$ cat config.mk
export PLATFORM = sky130hd
export DESIGN_NAME = encoder_32_5_scan
export DESIGN_NICKNAME = d
export VERILOG_FILES = /design/src/rtl/encoder_32_5_scan.sv
export SDC_FILE = /design/constraint.sdc
export NUM_CORES = 1
export LEC_CHECK = 0
export CAP_MARGIN = 0
export CORE_AREA = 2 2 74 76
export CTS_CLUSTER_SIZE = 12
export DETAILED_ROUTE_END_ITERATION = 10
export DIE_AREA = 0 0 76 78
export DONT_BUFFER_PORTS = 1
export PLACE_DENSITY = 0.89
export SETUP_SLACK_MARGIN = 0.1
export SLEW_MARGIN = 20
export SYNTH_ARGS = -nofsm -noshare
export SYNTH_HDL_FRONTEND = slang
export SYNTH_SLANG_ARGS = --single-unit
$ cat constraint.sdc
create_clock -name clk -period 7.5 [get_ports clk]
set_input_delay 0.75 -clock clk [delete_from_list [all_inputs] [get_ports clk]]
set_output_delay 0.75 -clock clk [all_outputs]
set_load 0.03 [all_outputs]
$ cat src/rtl/encoder_32_5_scan.sv
// Captures a 32-bit mask and streams the index of each set bit, lowest first, over a valid/ready port.
// First index appears the cycle after load; the stream stalls with all outputs held while out_ready is low.
module encoder_32_5_scan (
  input  logic        clk,
  input  logic        reset,
  input  logic        load,
  input  logic [31:0] mask,
  output logic        out_valid,
  input  logic        out_ready,
  output logic [4:0]  out_idx,
  output logic        out_last,
  output logic [5:0]  remaining,
  output logic        busy,
  output logic        done
);

  typedef enum logic [1:0] {
    IDLE = 2'd0,
    SCAN = 2'd1,
    DONE = 2'd2
  } state_t;

  state_t      state, state_nxt;
  logic [31:0] pending, pending_nxt;
  logic [5:0]  count, count_nxt;
  logic [4:0]  low_idx;

  function automatic logic [5:0] popcount(input logic [31:0] v);
    logic [5:0] n;
    n = '0;
    for (int i = 0; i < 32; i++) n = n + 6'(v[i]);
    return n;
  endfunction

  // Walk downward so the lowest set bit is the last one written.
  always_comb begin
    low_idx = '0;
    for (int i = 31; i >= 0; i--) begin
      if (pending[i]) low_idx = 5'(i);
    end
  end

  always_ff @(posedge clk) begin
    if (!reset) begin
      state   <= IDLE;
      pending <= '0;
      count   <= '0;
    end else begin
      state   <= state_nxt;
      pending <= pending_nxt;
      count   <= count_nxt;
    end
  end

  always_comb begin
    state_nxt   = state;
    pending_nxt = pending;
    count_nxt   = count;
    out_valid   = 1'b0;
    out_idx     = '0;
    out_last    = 1'b0;
    busy        = 1'b0;
    done        = 1'b0;
    case (state)
      IDLE: begin
        if (load) begin
          pending_nxt = mask;
          count_nxt   = popcount(mask);
          state_nxt   = (mask != '0) ? SCAN : DONE;
        end
      end
      SCAN: begin
        out_valid = 1'b1;
        busy      = 1'b1;
        out_idx   = low_idx;
        out_last  = (count == 6'd1);
        if (out_ready) begin
          pending_nxt = pending & ~(32'd1 << low_idx);
          count_nxt   = count - 6'd1;
          if (out_last) state_nxt = DONE;
        end
      end
      DONE: begin
        busy      = 1'b1;
        done      = 1'b1;
        state_nxt = IDLE;
      end
      default: state_nxt = IDLE;
    endcase
  end

  assign remaining = count;

endmodule

**Word-level counts from Yosys, hierarchy flattened**

Cells that the tools add are included.

- Add/sub/neg operators: 32
- Multipliers: 0
- Divide/modulo/power cells: 0
- Magnitude comparators: 0
- Equality and inequality tests: 6
- Shifts and indexed selects: 1
- Multiplexer cells: 48
- Bitwise operators: 2
- Reduce and logical (&&, ||, !) cells: 6

Operators by type and width:

| cell | count |
|---|---|
| two-way mux 5 bit | 33 |
| adder 6 x 1 -> 6 bit | 26 |
| two-way mux 32 bit | 2 |
| one-hot mux 32 bit (2 select lines) | 1 |
| AND 32 bit | 1 |
| NOT 32 bit | 1 |
| nonzero test 32 bit | 1 |
| left shift 1 x 5 -> 32 bit, first input constant | 1 |
| two-way mux 6 bit | 2 |
| one-hot mux 6 bit (2 select lines) | 1 |
| two-way mux 2 bit | 4 |
| adder 5 x 1 -> 6 bit | 1 |
| == test 6 x 1 -> 1 bit, second input constant | 1 |
| != test 2 bit, second input constant | 3 |
| AND reduction 3 bit | 2 |
| subtractor 6 x 1 -> 6 bit, second input constant | 1 |
| adder 4 x 1 -> 5 bit | 1 |
| adder 3 x 1 -> 4 bit | 1 |
| two-way mux 1 bit | 4 |
| one-hot mux 2 bit (2 select lines) | 1 |
| adder 2 x 1 -> 3 bit | 1 |
| adder 1 x 1 -> 2 bit | 1 |
| == test 2 x 1 -> 1 bit, second input constant | 1 |
| == test 2 bit, second input constant | 1 |
| other kinds (3) | 3 |

- Register bits: 40
- Latch bits: 0
- Bits in writable memories: 0
- ROM bits: 0
- Output and inout bits: 15
- Memories: 0

**Logic depth before layout (Yosys ltp)**

Gate-level depths: netlist of run 1.

- Depth in word-level cells: 37
- Depth in mapped cells: 19

**Least setup slack after synthesis of run 1**

No wires, ideal clock.

- Kind: in2reg
- From: input port mask[17]
- To: register count[4], in the netlist remaining[4]
- Setup time: 0.131 ns
- Arrival time: 4.914 ns
- Required time: 7.369 ns
- Path slack: 2.454 ns
- Stages: 19
- Path buffers: 0
- Cell sequence: fa_1 > inv_1 > fa_1 > inv_1 > fa_1 > inv_1 > fa_1 > fa_1 > fa_1 > inv_1 > ha_1 > inv_1 > fa_1 > inv_1 > a21o_1 > a21oi_1 > xnor2_1 > o22ai_1 > a21oi_1

- Cells in the longest elaborated chain, start to end: 17

RTL lines:

| item | line | text |
|---|---|---|
| start: declaration | 7 | `input logic [31:0] mask,` |
| adder 6 x 1 -> 6 bit (15 in a row) | 31 | `for (int i = 0; i < 32; i++) n = n + 6'(v[i]);` |
| two-way mux 6 bit | 66 | `if (load) begin` |
| one-hot mux 6 bit (2 select lines) | 64 | `case (state)` |
| end signal: assignment | 51 | `count <= count_nxt;` |
| end: declaration | 25 | `logic [5:0] count, count_nxt;` |

Every way passes these cells. The select of a mux whose other input is x is not followed.
A chain may end at the register's enable or synchronous reset.

**Worst setup path after layout of run 1**

Same ends and word-level chain as after synthesis.

==> results of run 1 <==
-- placed cells by master (no fill, tap or decap), types with 5 or more instances in the layout --
master	count
sky130_fd_sc_hd__inv_1	45
sky130_fd_sc_hd__dfxtp_1	40
sky130_fd_sc_hd__nand2_1	31
sky130_fd_sc_hd__nor2_1	28
sky130_fd_sc_hd__fa_1	24
sky130_fd_sc_hd__o21ai_0	23
sky130_fd_sc_hd__a21oi_1	17
sky130_fd_sc_hd__ha_1	13
sky130_fd_sc_hd__nor4_1	12
sky130_fd_sc_hd__mux2i_1	11
sky130_fd_sc_hd__a211oi_1	10
sky130_fd_sc_hd__nor3_1	10
sky130_fd_sc_hd__a31oi_1	9
sky130_fd_sc_hd__a21o_1	9
sky130_fd_sc_hd__o22ai_1	6
sky130_fd_sc_hd__clkbuf_8	6
sky130_fd_sc_hd__nand3_1	5
sky130_fd_sc_hd__a32o_1	5
-- synth_stat cells (3+ instances only) --
| cell | instances |
|---|---|
| sky130_fd_sc_hd__a21o_1 | 9 |
| sky130_fd_sc_hd__xnor2_1 | 3 |
| sky130_fd_sc_hd__o2111ai_1 | 3 |
| sky130_fd_sc_hd__a31oi_1 | 9 |
| sky130_fd_sc_hd__mux2_2 | 4 |
| sky130_fd_sc_hd__buf_2 | 4 |
| sky130_fd_sc_hd__a22oi_1 | 3 |
| sky130_fd_sc_hd__mux2i_1 | 11 |
| sky130_fd_sc_hd__fa_1 | 24 |
| sky130_fd_sc_hd__nor4b_1 | 3 |
| sky130_fd_sc_hd__a311oi_1 | 4 |
| sky130_fd_sc_hd__nor4_1 | 12 |
| sky130_fd_sc_hd__nor2_1 | 29 |
| sky130_fd_sc_hd__a21oi_1 | 17 |
| sky130_fd_sc_hd__nand3_1 | 5 |
| sky130_fd_sc_hd__inv_1 | 45 |
| sky130_fd_sc_hd__o22ai_1 | 6 |
| sky130_fd_sc_hd__clkbuf_1 | 14 |
| sky130_fd_sc_hd__a32o_1 | 5 |
| sky130_fd_sc_hd__o21ai_0 | 23 |
| sky130_fd_sc_hd__dfxtp_1 | 40 |
| sky130_fd_sc_hd__and3_1 | 3 |
| sky130_fd_sc_hd__or4_1 | 4 |
| sky130_fd_sc_hd__nor2b_1 | 4 |
| sky130_fd_sc_hd__nand2_1 | 31 |
| sky130_fd_sc_hd__nand2b_1 | 3 |
| sky130_fd_sc_hd__a211oi_1 | 10 |
| sky130_fd_sc_hd__ha_1 | 13 |
| sky130_fd_sc_hd__nor3_1 | 10 |
| sky130_fd_sc_hd__and2_1 | 3 |
| sky130_fd_sc_hd__o31ai_1 | 3 |
| sky130_fd_sc_hd__nor4_2 | 3 |
| sky130_fd_sc_hd__nand4_1 | 3 |
-- worst max-delay path: stages --
cell,delay (ps)
sky130_fd_sc_hd__fa_1,530
sky130_fd_sc_hd__inv_1,60
sky130_fd_sc_hd__fa_1,500
sky130_fd_sc_hd__inv_1,60
sky130_fd_sc_hd__fa_1,490
sky130_fd_sc_hd__inv_1,50
sky130_fd_sc_hd__fa_1,460
sky130_fd_sc_hd__fa_1,540
sky130_fd_sc_hd__fa_1,420
sky130_fd_sc_hd__inv_1,90
sky130_fd_sc_hd__ha_1,160
sky130_fd_sc_hd__inv_1,60
sky130_fd_sc_hd__fa_1,400
sky130_fd_sc_hd__inv_1,70
sky130_fd_sc_hd__a21o_1,100
sky130_fd_sc_hd__a21oi_1,70
sky130_fd_sc_hd__xnor2_1,120
sky130_fd_sc_hd__o22ai_1,150
sky130_fd_sc_hd__a21oi_1,80
-- layout make-up --
cell class | count | area share (%)
inverters | 46 | 4.718
flip-flops and latches | 40 | 21.88
repair buffers | 3 | 0.6154
well taps | 70 | 2.393
multi-input cells | 305 | 67.08
clock inverters | 2 | 1.060
clock buffers | 6 | 2.256
-- cells by family after synthesis --
family                   count (synthesis)
multiplexers                            15
AO/OA/AOI/OAI                          124
XOR/XNOR                                 3
buffers and inverters                   65
flip-flops                              40
adder cells (fa/ha/maj)                 37
AND/OR/NAND/NOR                        126
-- routing by layer --
| metal | track usage [%] | wire (um) |
|---|---|---|
| met1 | 44.15 | 3497 |
| met2 | 64.55 | 5151 |
| met3 | 9.651 | 1505 |
| met4 | 21.64 | 649 |
| met5 | 0 | 0 |
-- power by group --
part / switching, mW / internal [mW]
Clock: 0.0853 / 0.109
Sequential: 0.0801 / 0.250
Combinational: 0.564 / 0.418
-- state kept, by name (all words and copies together) (netlist names) --
name and flops:
remaining 6, state 2, pending 32
-- worst min path at each step --
stage | endpoint | slack, ps | cells past startpoint
finish | state[1] | 480 | 2
global route | state[1] | 530 | 2
CTS | state[1] | 480 | 2
detailed placement | state[1] | 470 | 2
global placement | state[1] | 470 | 2
floorplan | state[1] | 450 | 2
==> results.txt, run 1 <==
The flow ran to the end, and the final reports show no timing, DRC or antenna violations. After synthesis, the share of cell area in mux cells is 4.425%. 51 I/O pins were placed.

The count of cells in the finished layout, fillers not included, comes to 472. For the worst setup path, the data required time is 7680 ps. Clock sink count: 40. The worst-case IR drop observed on VDD is 514.8 uV.

The ratio of routed vias to standard cells is 7.407, and the fraction of the yosys area taken by sequential cells is 22.84%. In this run the vertical extent of the chip is 78 um. Post-CTS repair changed the size of 0 cells.

The logs give 3538 sq um for the placement-stage cell area and 72.58% for the post-route core utilization. Once detail routing completed, the nets flagged for antenna violations numbered 0. Max-cap violations in this run came to 0.

For the final routed DRC violation total, the log shows 0. After layout, the worst path uses 66.50% of the clock period. The maximum level of the CTS H-tree was 2. For this block, the initial DRC count from the detailed router was 618. For this run, asynchronously set or reset flops after synthesis account for 0%. The actual transition at the worst max-transition pin is 1092 ps. Routability-driven placement finished with a final weighted congestion of 0.9408.

The number of warnings printed during yosys synthesis was 0; the pin count of the biggest net entering global routing was 36. The die outline area came out at 5928 sq um. Maximum clock rate: 200.5 MHz.

The first element of the critical path is mask[17]. Summing all flip-flop and latch instances after layout gives 800.8 sq um. TritonCTS built the clock tree. Summing the areas of all compound-gate instances in the mapped netlist gives 26.02% of the synthesized area. The multi-input combinational cells in the finished layout cover a total of 2455 sq um. The tools report the total count of hold-check failures in the final report as 0. Setup repair after global routing left no endpoint under its margin.

The repair_antennas step left the layout with diodes totalling 0. The flop and latch count out of synthesis came out at 40. Global routing finished with a remaining overflow of 0. The filler cell count was 372. The number of placed instances, taps included, is 464. Row generation in the floorplan step produced 26 rows.

The critical path ends at remaining[4]. In this run, CTS created clock tree buffers numbering 5. The first global-routing pass estimated 17520 um of wire. Fraction of synthesized cell area in xor and xnor cells: 0.7495%. The area fraction in and, or, nand and nor cells after synthesis was 20.41%; the number of flops mapped to enable cells by yosys was 0. Total iterations of the first detailed-routing run: 6. The tools report the post-layout instance area as 3660 sq um. The initial antenna violation count is 0, and the worst setup slack for register-to-register paths is 4130 ps. The tree is rooted in a sky130_fd_sc_hd__clkbuf_8. For this run, the post-layout net count is 474. Once the floorplan was initialized, standard cells occupied 69.53% of the core. After synthesis, the largest family of logic cells by area is compound AO/OA/AOI/OAI gates. Measured in cells, the most critical reg-to-reg path has a length of 9.

The tools report the worst reg2reg path startpoint as state[0]. The via count of the first global-routing pass was 3462. Clock latency on the worst-skew pair, taken at its later pin, is 310 ps. In this run the worst path has a maximum fanout of 3. The arrival time of data at the critical path endpoint was 5170 ps.

Port buffering added 0 buffers. Once detailed placement completed, the half-perimeter wirelength came to 7756 um. Cells with a size suffix above 1 make up 8.955% of the layout. The tools report the sort of element at the start of the critical path as an input port. In this run the static leakage power is 1.453 nW. For this design, the CTS-stage hold fixing added 0 buffers. Dividing the synthesized area by the synthesized cell count gives 8.551 sq um.

Setup violations remaining at the end of the flow were counted as 0. The setup total negative slack was 0 ps; the relative slew slack was 27.10%. The clock-pin transition on the worst setup and hold timing paths was 80 ps; the core box area was 5042 sq um. The final hold slack came out at 479.0 ps. After layout, the minimum clock period comes to 4988 ps. The cell taking the most area after synthesis is sky130_fd_sc_hd__dfxtp_1. Dividing the detail-routed wire length by the instance count gives 22.89 um. Global routing used 38.11% of the available tracks. The proportion of netlist area held by the largest area contributor is 22.84%, and the number of max-slew violations in the final report is 0. The start point of the worst hold path was state[1]. Dominant synthesized flop cell: sky130_fd_sc_hd__dfxtp_1. The classification of the worst-slack hold path is flip-flop to flip-flop. The worst path meets setup with 2512 ps of slack. By area the synthesized netlist is led by sky130_fd_sc_hd__dfxtp_1 (23%), sky130_fd_sc_hd__fa_1 (14%), sky130_fd_sc_hd__inv_1 (4.8%), sky130_fd_sc_hd__ha_1 (4.6%), sky130_fd_sc_hd__nand2_1 (3.3%).

At the placement stage, the worst setup path has a slack of 2204 ps. Category of the most critical setup path: input port to flip-flop. Synthesis produced 410 cells. Summing the areas of all fa, ha and maj instances in the mapped netlist gives 18.34% of the synthesized area. The number of buffers on the longest clock path is 2, and the final routed wirelength across all metal layers is 10800 um. The number of library cell types mapped by synthesis was 69; the buffer count from post-CTS setup fixing was 0. The overall die width was 76 um; the post-synth net total was 483.

The final setup skew was 9.689 ps. The layout overhead on the synthesized area was 4.390%; the total power of the final layout was 1.506 mW. Power density normalized to cell area: 411.6 nW/um^2. The endpoint identified for the worst register-to-register timing path is pending[15].

Summing every instance area after synthesis gives 3506 sq um. The type of element capturing the critical path is a flip-flop. For this block, the via count after detailed routing is 3496.
No activity file was read; power rests on OpenSTA's default activity.
==> run 2, diff against run 1 <==
--- a/config.mk
+++ b/config.mk
@@ -6,12 +6,12 @@
 export NUM_CORES = 1
 export LEC_CHECK = 0
 export CAP_MARGIN = 0
-export CORE_AREA = 2 2 74 76
+export CORE_AREA = 2 2 77 79
 export CTS_CLUSTER_SIZE = 12
 export DETAILED_ROUTE_END_ITERATION = 10
-export DIE_AREA = 0 0 76 78
+export DIE_AREA = 0 0 79 81
 export DONT_BUFFER_PORTS = 1
-export PLACE_DENSITY = 0.89
+export PLACE_DENSITY = 0.83
 export SETUP_SLACK_MARGIN = 0.1
 export SLEW_MARGIN = 20
 export SYNTH_ARGS = -nofsm -noshare
==> constraint.sdc (replaced) <==
create_clock -name clk -period 5.1 [get_ports clk]
set_input_delay 0.51 -clock clk [delete_from_list [all_inputs] [get_ports clk]]
set_output_delay 0.51 -clock clk [all_outputs]
set_load 0.03 [all_outputs]
==> results.txt, run 2 (synthesis gave the netlist of run 1 again) <==
The run finished with clean final reports. The arrival time of data at the critical path endpoint is 4910 ps (-260 ps). The run gives 28 (+7.7%) as the floorplan row count.

The initial standard-cell utilization of the core was 61.77% (-7.8 points). The run gives 5 (unchanged) as the number of clock buffers inserted by TritonCTS. The buffer count from post-CTS setup fixing was 0 (unchanged). The tools report the final setup skew as 8.103 ps (-1.586 ps). The clock sink count was 40 (unchanged). Power density normalized to cell area: 584.8 nW/um^2 (+42%). Setup repair after global routing left no endpoint under its margin. For the number of nets with antenna violations after detailed routing, the log shows 0 (unchanged). Timing would allow up to 211.4 MHz. The run gives 10.7% (-2.2 points) as the clock share of power.

The library cell used most frequently in the layout, excluding fill and tap cells, is sky130_fd_sc_hd__inv_1. The net count reported at finish was 475 (+0.21%); the wire length of the first global-routing pass was 16620 um (-5.2%). For the setup total negative slack, the log shows 0 ps (unchanged).

The logs give 461 (-25%) for the starting DRC count in detailed routing and 1.087 mW (+40%) for the internal power consumption. For the insertion delay of the later-clocked pin in the worst-skew pair, the log shows 300 ps (about the same). The run gives 51 (unchanged) as the number of primary I/O pins. For the peak ir drop on the vdd network, the log shows 833.7 uV (+62%).

The initial antenna violation count is 0 (unchanged), and the actual transition at the worst max-transition pin is 1024 ps (-68.46 ps). The final routed DRC violation total was 0 (unchanged). More flip-flops sit in one register than any other, and that register is pending.

For the antenna diode count, the log shows 0 (unchanged). The total iterations of the first detailed-routing run is 5 (-1), and the die span in y is 81 um (+3.8%). The global placer's final weighted congestion was 0.9236 (-1.8%). The flip-flop count of the largest register after layout was 32 (unchanged); the post-route core utilization was 64.24% (-8.3 points).

For the max-capacitance violation count, the log shows 0 (unchanged). In the layout the commonest cells are sky130_fd_sc_hd__inv_1 (45), sky130_fd_sc_hd__dfxtp_1 (40), sky130_fd_sc_hd__nand2_1 (31). Final routed wirelength across all metal layers: 10250 um (-5.1%).

The run gives 23.45 ps (-2180 ps) as the setup slack after placement. The number of hold buffers added after cts is 0 (unchanged), and the share of cells above drive strength 1 is 8.933% (-0.022 points). The total count of hold-check failures in the final report is 0 (unchanged). Worst path required time: 5280 ps (-2400 ps). Wire length per cell: 21.44 um (-6.3%).

The total of buffers placed on input and output ports was 0 (unchanged). Category of the most critical setup path: input port to flip-flop. The tools report the number of max-slew violations in the final report as 0 (unchanged). The run gives 33.82% (-4.3 points) as the global-route usage over all layers. The via count of the routed design was 3341 (-4.4%).

The number of instances resized during post-cts repair was 0 (unchanged). The sort of element at the start of the critical path is an input port. The filler cell count was 507 (+36%); the total setup violations reported at the end of the flow was 0 (unchanged). For the total overflow reported by the global router, the log shows 0 (unchanged).

The via count of the first global-routing pass was 3341 (-3.5%); the overall die width was 79 um (+3.9%). The switching share of total power is 49.02% (+0.59 points). The largest driver fanout on the critical path is 3 (unchanged).

The tools report the die outline area as 6399 sq um (+7.9%). For the share of total power in combinational logic, the log shows 66.6% (+1.4 points). From synthesis to final layout, the design area changed by 3.997%. The placed wire-length estimate after detailed placement is 7827 um (+0.90%), and the pin count of the biggest net entering global routing is 37 (+2.8%). The core box area was 5675 sq um (+13%). TritonCTS built the clock tree. In this run the worst hold path is classified as input port to flip-flop. The clock-pin transition on the worst setup and hold timing paths is 80 ps (about the same), and the maximum level of the CTS H-tree is 2 (unchanged). STA classifies the critical path endpoint as a flip-flop.

In the finished design, the share of the clock period the worst path needs comes to 92.75%. The routed design could run at a clock period as short as 4730 ps. The tools report the static leakage as 1.441 nW (-0.80%). For the relative slew slack, the log shows 31.67% (+4.6 points). For the total net switching power, the log shows 1.045 mW (+43%). The tools report the root buffer selected by CTS as sky130_fd_sc_hd__clkbuf_8.

The ratio of routed vias to standard cells came out at 6.990 (-5.6%). For the portion of total power attributed to sequential cells, the log shows 22.7% (+0.8 points). The number of buffers on the longest clock path came out at 2 (unchanged). The run gives 369.7 ps (-2143 ps) as the post-layout worst setup margin.
-- run 2: routing by layer --
metal / GRT usage, % / part of all wire (%)
met5: 0 / 0
met4: 17.93 / 5.0
met3: 9.889 / 11
met2: 55.08 / 49
met1: 40.66 / 36
-- run 2: layout make-up --
cell class	count	area [sq um]	area share, %
multi-input cells	305	2455	67.33
flip-flops and latches	40	800.8	21.96
repair buffers	4	30.03	0.8236
clock buffers	7	86.33	2.368
well taps	75	93.84	2.574
inverters	46	172.7	4.736
clock inverters	1	7.507	0.2059
-- run 2: final timing paths --
kind	slack (ps)	cells after the start	start	to
setup / recovery	370	19	mask[17]	remaining[4]
hold / removal	320	2	reset	pending[15]
setup reg to reg	2070	9	state[1]	pending[4]
hold reg to reg	480	2	state[1]	state[1]
-- run 2: power by group through the flow --
stage / sequential (mW) / combinational, mW / clock, mW
floorplan: 0.460 / 1.12 / 0
global placement: 0.484 / 1.36 / 0
detailed placement: 0.486 / 1.40 / 0
CTS: 0.480 / 1.41 / 0.230
global route: 0.491 / 1.58 / 0.244
finish: 0.484 / 1.42 / 0.229
-- run 2: metrics by stage --
stage	area [sq um]	hold WS (ps)	std cells	total power [mW]
2_1_floorplan	3506	448.6	410	1.576
5_1_grt	3646	319.0	478	2.319
3_5_place_dp	3552	470.2	470	1.888
4_1_cts	3646	314.6	478	2.120
3_3_place_gp	3552	467.1	470	1.843
6_report	3646	318.3	478	2.132
-- run 2: worst max-delay path, cell delays in order --
cell and delay (ps):
sky130_fd_sc_hd__fa_1 520, sky130_fd_sc_hd__inv_1 50, sky130_fd_sc_hd__fa_1 500, sky130_fd_sc_hd__inv_1 50, sky130_fd_sc_hd__fa_1 480, sky130_fd_sc_hd__inv_1 50
sky130_fd_sc_hd__fa_1 460, sky130_fd_sc_hd__fa_1 530, sky130_fd_sc_hd__fa_1 410, sky130_fd_sc_hd__inv_1 90, sky130_fd_sc_hd__ha_1 170, sky130_fd_sc_hd__inv_1 60
sky130_fd_sc_hd__fa_1 390, sky130_fd_sc_hd__inv_1 70, sky130_fd_sc_hd__a21o_1 100, sky130_fd_sc_hd__a21oi_1 70, sky130_fd_sc_hd__xnor2_1 130, sky130_fd_sc_hd__o22ai_1 170
sky130_fd_sc_hd__a21oi_1 90
==> run 3, diff against run 2 <==
--- a/config.mk
+++ b/config.mk
@@ -6,12 +6,12 @@
 export NUM_CORES = 1
 export LEC_CHECK = 0
 export CAP_MARGIN = 0
-export CORE_AREA = 2 2 77 79
+export CORE_AREA = 2 2 98 62
 export CTS_CLUSTER_SIZE = 12
 export DETAILED_ROUTE_END_ITERATION = 10
-export DIE_AREA = 0 0 79 81
+export DIE_AREA = 0 0 100 64
 export DONT_BUFFER_PORTS = 1
-export PLACE_DENSITY = 0.83
+export PLACE_DENSITY = 0.84
 export SETUP_SLACK_MARGIN = 0.1
 export SLEW_MARGIN = 20
 export SYNTH_ARGS = -nofsm -noshare
==> results.txt, run 3 (synthesis gave the netlist of run 1 again) <==
The arrival time of data at the critical path endpoint was 4940 ps (+30 ps). The power density normalized to cell area is 603.9 nW/um^2 (+3.3%). The worst register-to-register path begins at state[1].

The share of total power in combinational logic was 65.5% (-1.1 points). The number of max-slew violations in the final report is 0 (unchanged). The type of element capturing the critical path is a flip-flop. The wire length per cell was 23.40 um (+9.1%). The post-route clock period utilization was 93.19% (+0.44 points); the number of primary I/O pins was 51 (unchanged).

The tools report the maximum level of the CTS H-tree as 2 (unchanged). The share of cells above drive strength 1 was 9.406% (+0.47 points); the initial antenna violation count was 0 (unchanged). The run gives 0 (unchanged) as the final routed DRC violation total. The buffer count from post-CTS setup fixing was 0 (unchanged).

The die outline area came out at 6400 sq um (about the same). In this run the critical register-to-register path is captured at pending[15]. For hold timing, the worst endpoint is pending[23].

Topmost layer with routed signal wires: met4. The logs give 465 (-1.1%) for the total instance count after detailed placement and 0 (unchanged) for the number of instances resized during post-cts repair. The max-capacitance violation count is 0 (unchanged). By instance count, the cell type seen most on the critical path is sky130_fd_sc_hd__fa_1. The total of buffers placed on input and output ports was 0 (unchanged); the ratio of routed vias to standard cells was 7.135 (+2.1%).

Layout overhead on the synthesized area: 4.604%. The static leakage is 1.457 nW (+1.0%), and the number of nets with antenna violations after detailed routing is 0 (unchanged). The clock sink count came out at 40 (unchanged). The number of buffer and inverter stages on the critical path was 6 (unchanged); the final routed wirelength across all metal layers was 11070 um (+8.0%). The top cell types in the final layout, fill and taps aside, are sky130_fd_sc_hd__inv_1 (45), sky130_fd_sc_hd__dfxtp_1 (40), sky130_fd_sc_hd__nand2_1 (31). The run finished with clean final reports.

The run gives 0 (unchanged) as the total count of hold-check failures in the final report. Clock-pin transition on the worst setup and hold timing paths: 100 ps (+20 ps). Switching share of total power: 49.03% (about the same). Traced cell by cell, the critical path runs through fa_1 -> inv_1 -> fa_1 -> inv_1 -> fa_1 -> inv_1 -> fa_1 -> fa_1 -> fa_1 -> inv_1 -> ha_1 -> inv_1 -> fa_1 -> inv_1 -> a21o_1 -> a21oi_1 -> xnor2_1 -> o22ai_1 -> a21oi_1. The tools report the sort of element at the start of the critical path as an input port. Final setup skew: 12.03 ps (+3.929 ps).

For the via count of the routed design, the log shows 3375 (+1.0%). The largest register by flop count is pending. The worst hold path begins at reset.

The starting DRC count in detailed routing is 423 (-8.2%), and the antenna diode count is 0 (unchanged). The root buffer selected by CTS is sky130_fd_sc_hd__clkbuf_8. The maximum clock rate is 210.4 MHz (-0.47%). Worst setup slack for register-to-register paths: 1910 ps (-160 ps). The clock share of power is 12.7% (+2.0 points), and the total setup violations reported at the end of the flow is 0 (unchanged).

The number of hold buffers added after cts is 0 (unchanged), and the initial standard-cell utilization of the core is 64.15% (+2.4 points). The setup total negative slack was 0 ps (unchanged); the length in cells of the worst reg-to-reg path was 9 (unchanged). By startpoint and endpoint, the worst setup path is classified as input port to flip-flop. The total routed wire length on the met1 layer is 4640 um (+27%).

The run gives 5 (unchanged) as the number of clock buffers inserted by TritonCTS. The portion of total power attributed to sequential cells is 21.8% (-0.9 points). The overall die width was 100 um (+27%). The largest driver fanout on the critical path was 3 (unchanged); the total overflow reported by the global router was 0 (unchanged). Number of stages on the worst hold path: 2 (unchanged). The internal power consumption was 1.129 mW (+3.9%); the actual transition at the worst max-transition pin was 928.3 ps (-95.54 ps).

The net count reported at finish is 476 (+0.21%), and the post-route core utilization is 67.10% (+2.9 points). The total net switching power is 1.086 mW (+3.9%), and the number of buffers on the longest clock path is 2 (unchanged). The placed wire-length estimate after detailed placement is 8414 um (+7.5%), and the highest cell delay on the worst timing path is 540 ps (about the same). Post-route minimum period: 4753 ps (+22.43 ps). The total met3 wirelength after detailed routing came out at 1659 um (+51%). The global-route usage over all layers was 36.10% (+2.3 points).

The wire length of the first global-routing pass is 17330 um (+4.3%). Setup repair after global routing left no endpoint under its margin. The die span in y is 64 um (-21%). TritonCTS built the clock tree.

Most common library cell in the layout ignoring fill and taps: sky130_fd_sc_hd__inv_1. The floorplan row count is 21 (-25%), and the insertion delay of the later-clocked pin in the worst-skew pair is 310 ps (about the same). The logs give 284.2 uV (-66%) for the peak ir drop on the vdd network and 37.64% (+6.0 points) for the relative slew slack. Among all stages on the critical path, the largest delay is contributed by sky130_fd_sc_hd__fa_1. The total iterations of the first detailed-routing run was 7 (+2); the via count of the first global-routing pass was 3179 (-4.8%). For the final non-filler cell total, the log shows 473 (-1.0%). Pin count of the biggest net entering global routing: 37 (unchanged). The flip-flop count of the largest register after layout is 32 (unchanged).

Classification of the worst-slack hold path: input port to flip-flop. The global placer's final weighted congestion came out at 0.9564 (+3.6%). The kind of cell with the highest combined delay along the critical path is adder cells. The worst path required time is 5290 ps (about the same), and the core box area is 5465 sq um (-3.7%). The tools report the total length of routed met2 wires as 4507 um (-9.7%).
==> run 3: changes by cell type in the layout (fill, tap and decap cells not counted) <==
cell / previous run / this run
sky130_fd_sc_hd__inv_6: 0 / 1
sky130_fd_sc_hd__clkbuf_8: 6 / 5
sky130_fd_sc_hd__clkbuf_1: 1 / 0
sky130_fd_sc_hd__bufinv_16: 0 / 1
sky130_fd_sc_hd__buf_4: 4 / 5
==> run 3: power groups by stage <==
| stage | clock [mW] | sequential (mW) | combinational (mW) |
|---|---|---|---|
| 4_1_cts | 0.279 | 0.480 | 1.42 |
| 5_1_grt | 0.295 | 0.490 | 1.60 |
| 6_report | 0.282 | 0.483 | 1.45 |
| 3_5_place_dp | 0 | 0.487 | 1.41 |
| 3_3_place_gp | 0 | 0.483 | 1.34 |
| 2_1_floorplan | 0 | 0.460 | 1.12 |
==> run 3: worst max path at each step <==
stage / endpoint / depth (start not counted) / startpoint
2_1_floorplan: remaining[4] / 19 / mask[17]
3_3_place_gp: remaining[4] / 19 / mask[17]
3_5_place_dp: remaining[4] / 19 / mask[17]
4_1_cts: remaining[4] / 19 / mask[17]
5_1_grt: remaining[5] / 15 / mask[17]
6_report: remaining[4] / 19 / mask[17]
==> run 3: cell type report <==
class | count | area [sq um]
Sequential cell | 40 | 800.8
Inverter | 46 | 172.7
Clock buffer | 5 | 68.82
Clock inverter | 3 | 46.29
Timing Repair Buffer | 5 | 37.54
Tap cell | 69 | 86.33
Fill cell | 461 | 1798
Multi-Input combinational cell | 305 | 2455
==> run 3: worst register-to-register path, delay by kind of cell, from the launching register on <==
kind,cells,cell delay (ps)
multiplexers,2,600
AO/OA/AOI/OAI,1,40
adder cells (fa/ha/maj),1,200
AND/OR/NAND/NOR,3,1410
buffers and inverters,2,420
flip-flops,1,370
==> run 3: per-stage QoR <==
| step | area [sq um] | power [mW] | setup WS [ps] | hold slack, ps |
|---|---|---|---|---|
| 4_1_cts | 3667 | 2.179 | 365.1 | 314.5 |
| 3_3_place_gp | 3552 | 1.823 | 187.0 | 465.2 |
| 6_report | 3667 | 2.215 | 347.3 | 309.3 |
| 3_5_place_dp | 3552 | 1.897 | 54.28 | 492.3 |
| 2_1_floorplan | 3506 | 1.576 | 294.0 | 448.6 |
| 5_1_grt | 3667 | 2.387 | 196.2 | 307.8 |
==> run 3: per-layer routing <==
layer  track usage (%)  vias to the layer above
met1             52.00                     1593
met5                 0                        -
met4             10.96                        0
met3             12.36                       31
met2             50.93                      261
li1                  -                     1490
==> RTL edit 1, RTL diff (settings of run 2) <==
Encoding of `state_t`: now one-hot (3 bits for 3 states).
--- a/src/rtl/encoder_32_5_scan.sv
+++ b/src/rtl/encoder_32_5_scan.sv
@@ -14,10 +14,10 @@
   output logic        done
 );
 
-  typedef enum logic [1:0] {
-    IDLE = 2'd0,
-    SCAN = 2'd1,
-    DONE = 2'd2
+  typedef enum logic [2:0] {
+    IDLE = 3'b001,
+    SCAN = 3'b010,
+    DONE = 3'b100
   } state_t;
 
   state_t      state, state_nxt;
Function: no difference found for any inputs over 4 cycles, from zero or initial values and one cycle with reset low; so few cycles prove little.
==> RTL edit 1 against run 2 <==
- final cell count up 5.0%
- total power down 11%
- routed wire length up 3.8%
- global-route usage up 1.1 points
- design area up 0.65%
- sequential power down 8.7%
- setup slack better by 89 ps
- via count up 6.1%
- sequential cell count up 1
- area after synthesis down 0.36%
- combinational power down 20%
- maximum frequency up 1.9%
- critical path type unchanged
- critical endpoint unchanged
==> RTL edit 1: results (changes against run 2) <==
met2 Use GR=0.5695 (was 0.5508); Worst Hold Class=primary input to register (unchanged); outcome=complete, no violations (unchanged); post-DP HPWL=8209 um (was 7827 um); Leak=1.459 nW (was 1.441 nW); top sig layer=met4 (unchanged); met2 wire len=5013 um (was 4990 um); clk buf depth=2 (unchanged); first-pass GRT wire length=17,070 um (was 16,620 um); Fill cells=505 (was 507); Metal-1 WL=4028 um (was 3647 um); CTS resizes=0 (unchanged); Slew HR=0.3400 (was 0.3167); Seq/Total Area, Yosys=0.2350 (was 0.2284); VDD IR-drop max=690.0 uV (was 833.7 uV); vias in the first global route=3,363 (was 3,341); routed wl met3=1008 um (was 1101 um); fin nets=496 (was 475); Clock Skew=13.06 ps (was 8.103 ps); routed len/inst=21.19 um (was 21.44 um); Initial DRT Pass Iterations=5 (unchanged); Final Wtd Congestion=0.9963 (was 0.9236); Total Routing Usage GR=0.3490 (was 0.3382); Min-Delay Path Depth=1 (was 2); worst-case reg-to-reg path depth=6 (was 9); synth cell count leaders=inv_1 (43), dfxtp_1 (41), nor2_1 (38), nand2_1 (32), a21oi_1 (29) (was inv_1 (45), dfxtp_1 (40), nand2_1 (31), nor2_1 (29), fa_1 (24)); ys async rst share=0 (unchanged); share of layout cells above drive strength 1=0.07494 (was 0.08933); initial antenna violation count=0 (unchanged); CTS H-Tree Depth=2 (unchanged); met1 usage=0.4339 (was 0.4066); Top Usage Layer GRT=met2 (unchanged); number of synthesis warnings=0 (unchanged); CP max-delay cell=fa_1 (unchanged); Worst-Skew Late Latency=300 ps (about the same); grt met3 use=0.08333 (was 0.09889); Synth area leaders=dfxtp_1 (23%), fa_1 (14%), inv_1 (4.6%), a21oi_1 (4.2%), nor2_1 (4.1%) (was dfxtp_1 (23%), fa_1 (14%), inv_1 (4.8%), ha_1 (4.6%), nand2_1 (3.3%)); Vias/cell=7.060 (was 6.990); Max FO, Critical Path=3 (unchanged); ANT cells=0 (unchanged); Worst EP arrival=4840 ps (was 4910 ps); drt initial violations=526 (was 461); Yosys cell types=63 (was 69); Sw Share=0.4418 (was 0.4902); synthesized net count=505 (was 483); pin count of the biggest net entering global routing=38 (was 37); clock root buffer=clkbuf_8 (unchanged)
==> RTL edit 1: per-stage QoR <==
stage               utilization  setup slack, ps  cell area [sq um]  std cells
floorplan                     -            301.1               3493        435
global placement         0.6221            188.0               3531        494
detailed placement       0.6221            127.5               3531        494
CTS                      0.6464            451.5               3669        502
global route             0.6466            237.1               3670        502
finish                   0.6466            458.8               3670        502
==> RTL edit 1: final cells by class <==
class	count	area [sq um]	share of cell area
inverters	44	165.2	0.04501
well taps	75	93.84	0.02557
clock buffers	5	68.82	0.01875
repair buffers	5	37.54	0.01023
flip-flops and latches	41	820.8	0.2237
clock inverters	3	68.82	0.01875
multi-input cells	329	2415	0.6580
==> RTL edit 1: logic make-up after synthesis <==
group | count (synthesis) | share of synthesized area
multiplexers | 8 | 0.02364
buffers and inverters | 65 | 0.07485
XOR/XNOR | 3 | 0.007523
flip-flops | 41 | 0.2350
adder cells (fa/ha/maj) | 34 | 0.1734
AND/OR/NAND/NOR | 158 | 0.2443
AO/OA/AOI/OAI | 126 | 0.2414
==> RTL edit 1: path summary, 6_finish.rpt <==
path                from            to  slack, ps
max             mask[17]  remaining[4]        460
min                reset      state[0]        300
max reg2reg  pending[30]   pending[18]       2530
min reg2reg     state[2]      state[1]        500
==> RTL edit 1: power groups by stage <==
stage	Clock (W)	Combinational [W]	Sequential [W]
finish	0.000320	0.00114	0.000442
CTS	0.000318	0.00113	0.000439
floorplan	0	0.000897	0.000429
global placement	0	0.00109	0.000446
detailed placement	0	0.00113	0.000447
global route	0.000333	0.00129	0.000448
==> RTL edit 2, RTL diff (flow settings as in run 2) <==
Made on the original files. Take the reset off `pending` and load it in a clocked block of its own.
--- a/src/rtl/encoder_32_5_scan.sv
+++ b/src/rtl/encoder_32_5_scan.sv
@@ -43,13 +43,15 @@
   always_ff @(posedge clk) begin
     if (!reset) begin
       state   <= IDLE;
-      pending <= '0;
       count   <= '0;
     end else begin
       state   <= state_nxt;
-      pending <= pending_nxt;
       count   <= count_nxt;
     end
+  end
+
+  always_ff @(posedge clk) begin
+    pending <= pending_nxt;
   end
 
   always_comb begin
Check against the original RTL: same outputs for any inputs over 4 cycles, from zero or initial values and one cycle with reset low; that may be too few to reach the edited logic, so the function may still have changed.
==> RTL edit 2 against run 2 <==
- setup slack better by 2.1 ps
- design area down 0.62%
- register-to-register slack better by 120 ps
- worst hold slack better by 21 ps
- sequential cell count unchanged
- total power down 12%
- area after synthesis down 1.2%
- routed wire length down 13%
- largest power group unchanged
==> RTL edit 2: results (changes against run 2) <==
synth cell count leaders=inv_1 (44), mux2i_1 (33), edfxtp_1 (32), a31oi_1 (31), fa_1 (24) (was inv_1 (45), dfxtp_1 (40), nand2_1 (31), nor2_1 (29), fa_1 (24)); mux contribution to synthesized area=0.09538 (was 0.04425); Synth Area in XOR/XNOR=0.007587 (was 0.007495); Vias=2,818 (was 3,341); DP Area=3517 sq um (was 3552 sq um); Compound-Gate Fraction of Synth Area=0.1665 (was 0.2602); Final Wtd Congestion=0.9221 (was 0.9236); grt met3 use=0.04778 (was 0.09889); pin count of the biggest net entering global routing=45 (was 37); met2 wire len=4419 um (was 4990 um); outcome=complete, no violations (unchanged); Slew HR=0.2697 (was 0.3167); Yosys cell types=59 (was 69); post-DP HPWL=6658 um (was 7827 um); met1 usage=0.3803 (was 0.4066); Leak=1.359 nW (was 1.441 nW); VDD IR-drop max=528.8 uV (was 833.7 uV); Total Routing Usage GR=0.2925 (was 0.3382); Critical Path Max Stage Delay=550 ps (was 530 ps); Metal-1 WL=3401 um (was 3647 um); P_sw=0.0008185 W (was 0.001045 W); RR Startpoint=pending[27] (was state[1]); share of layout cells above drive strength 1=0.08284 (was 0.08933); Seq/Total Area, Yosys=0.3237 (was 0.2284); met2 Use GR=0.4975 (was 0.5508); Clock Skew=9.749 ps (was 8.103 ps)
-- RTL edit 2: final timing paths --
check | to | slack, ps | cells past startpoint
worst max-delay path | remaining[4] | 370 | 19
worst min-delay path | state[0] | 340 | 1
worst max register to register | pending[16] | 2190 | 6
worst min register to register | state[1] | 490 | 2
-- RTL edit 2: area by class of cell --
cell class	count	area (sq um)
multi-input combinational	244	2122
fill	462	2052
sequential	40	1121
inverter	44	165.2
tap	75	93.84
clock buffer	5	68.82
clock inverter	3	37.54
timing repair buffer	2	15.01
-- RTL edit 2: power groups by stage --
| stage | clock, W | sequential (W) | combinational, W |
|---|---|---|---|
| 2_1_floorplan | 0 | 0.000529 | 0.000854 |
| 3_3_place_gp | 0 | 0.000549 | 0.00101 |
| 3_5_place_dp | 0 | 0.000552 | 0.00106 |
| 4_1_cts | 0.000257 | 0.000545 | 0.00107 |
| 5_1_grt | 0.000266 | 0.000557 | 0.00124 |
| 6_report | 0.000261 | 0.000549 | 0.00107 |
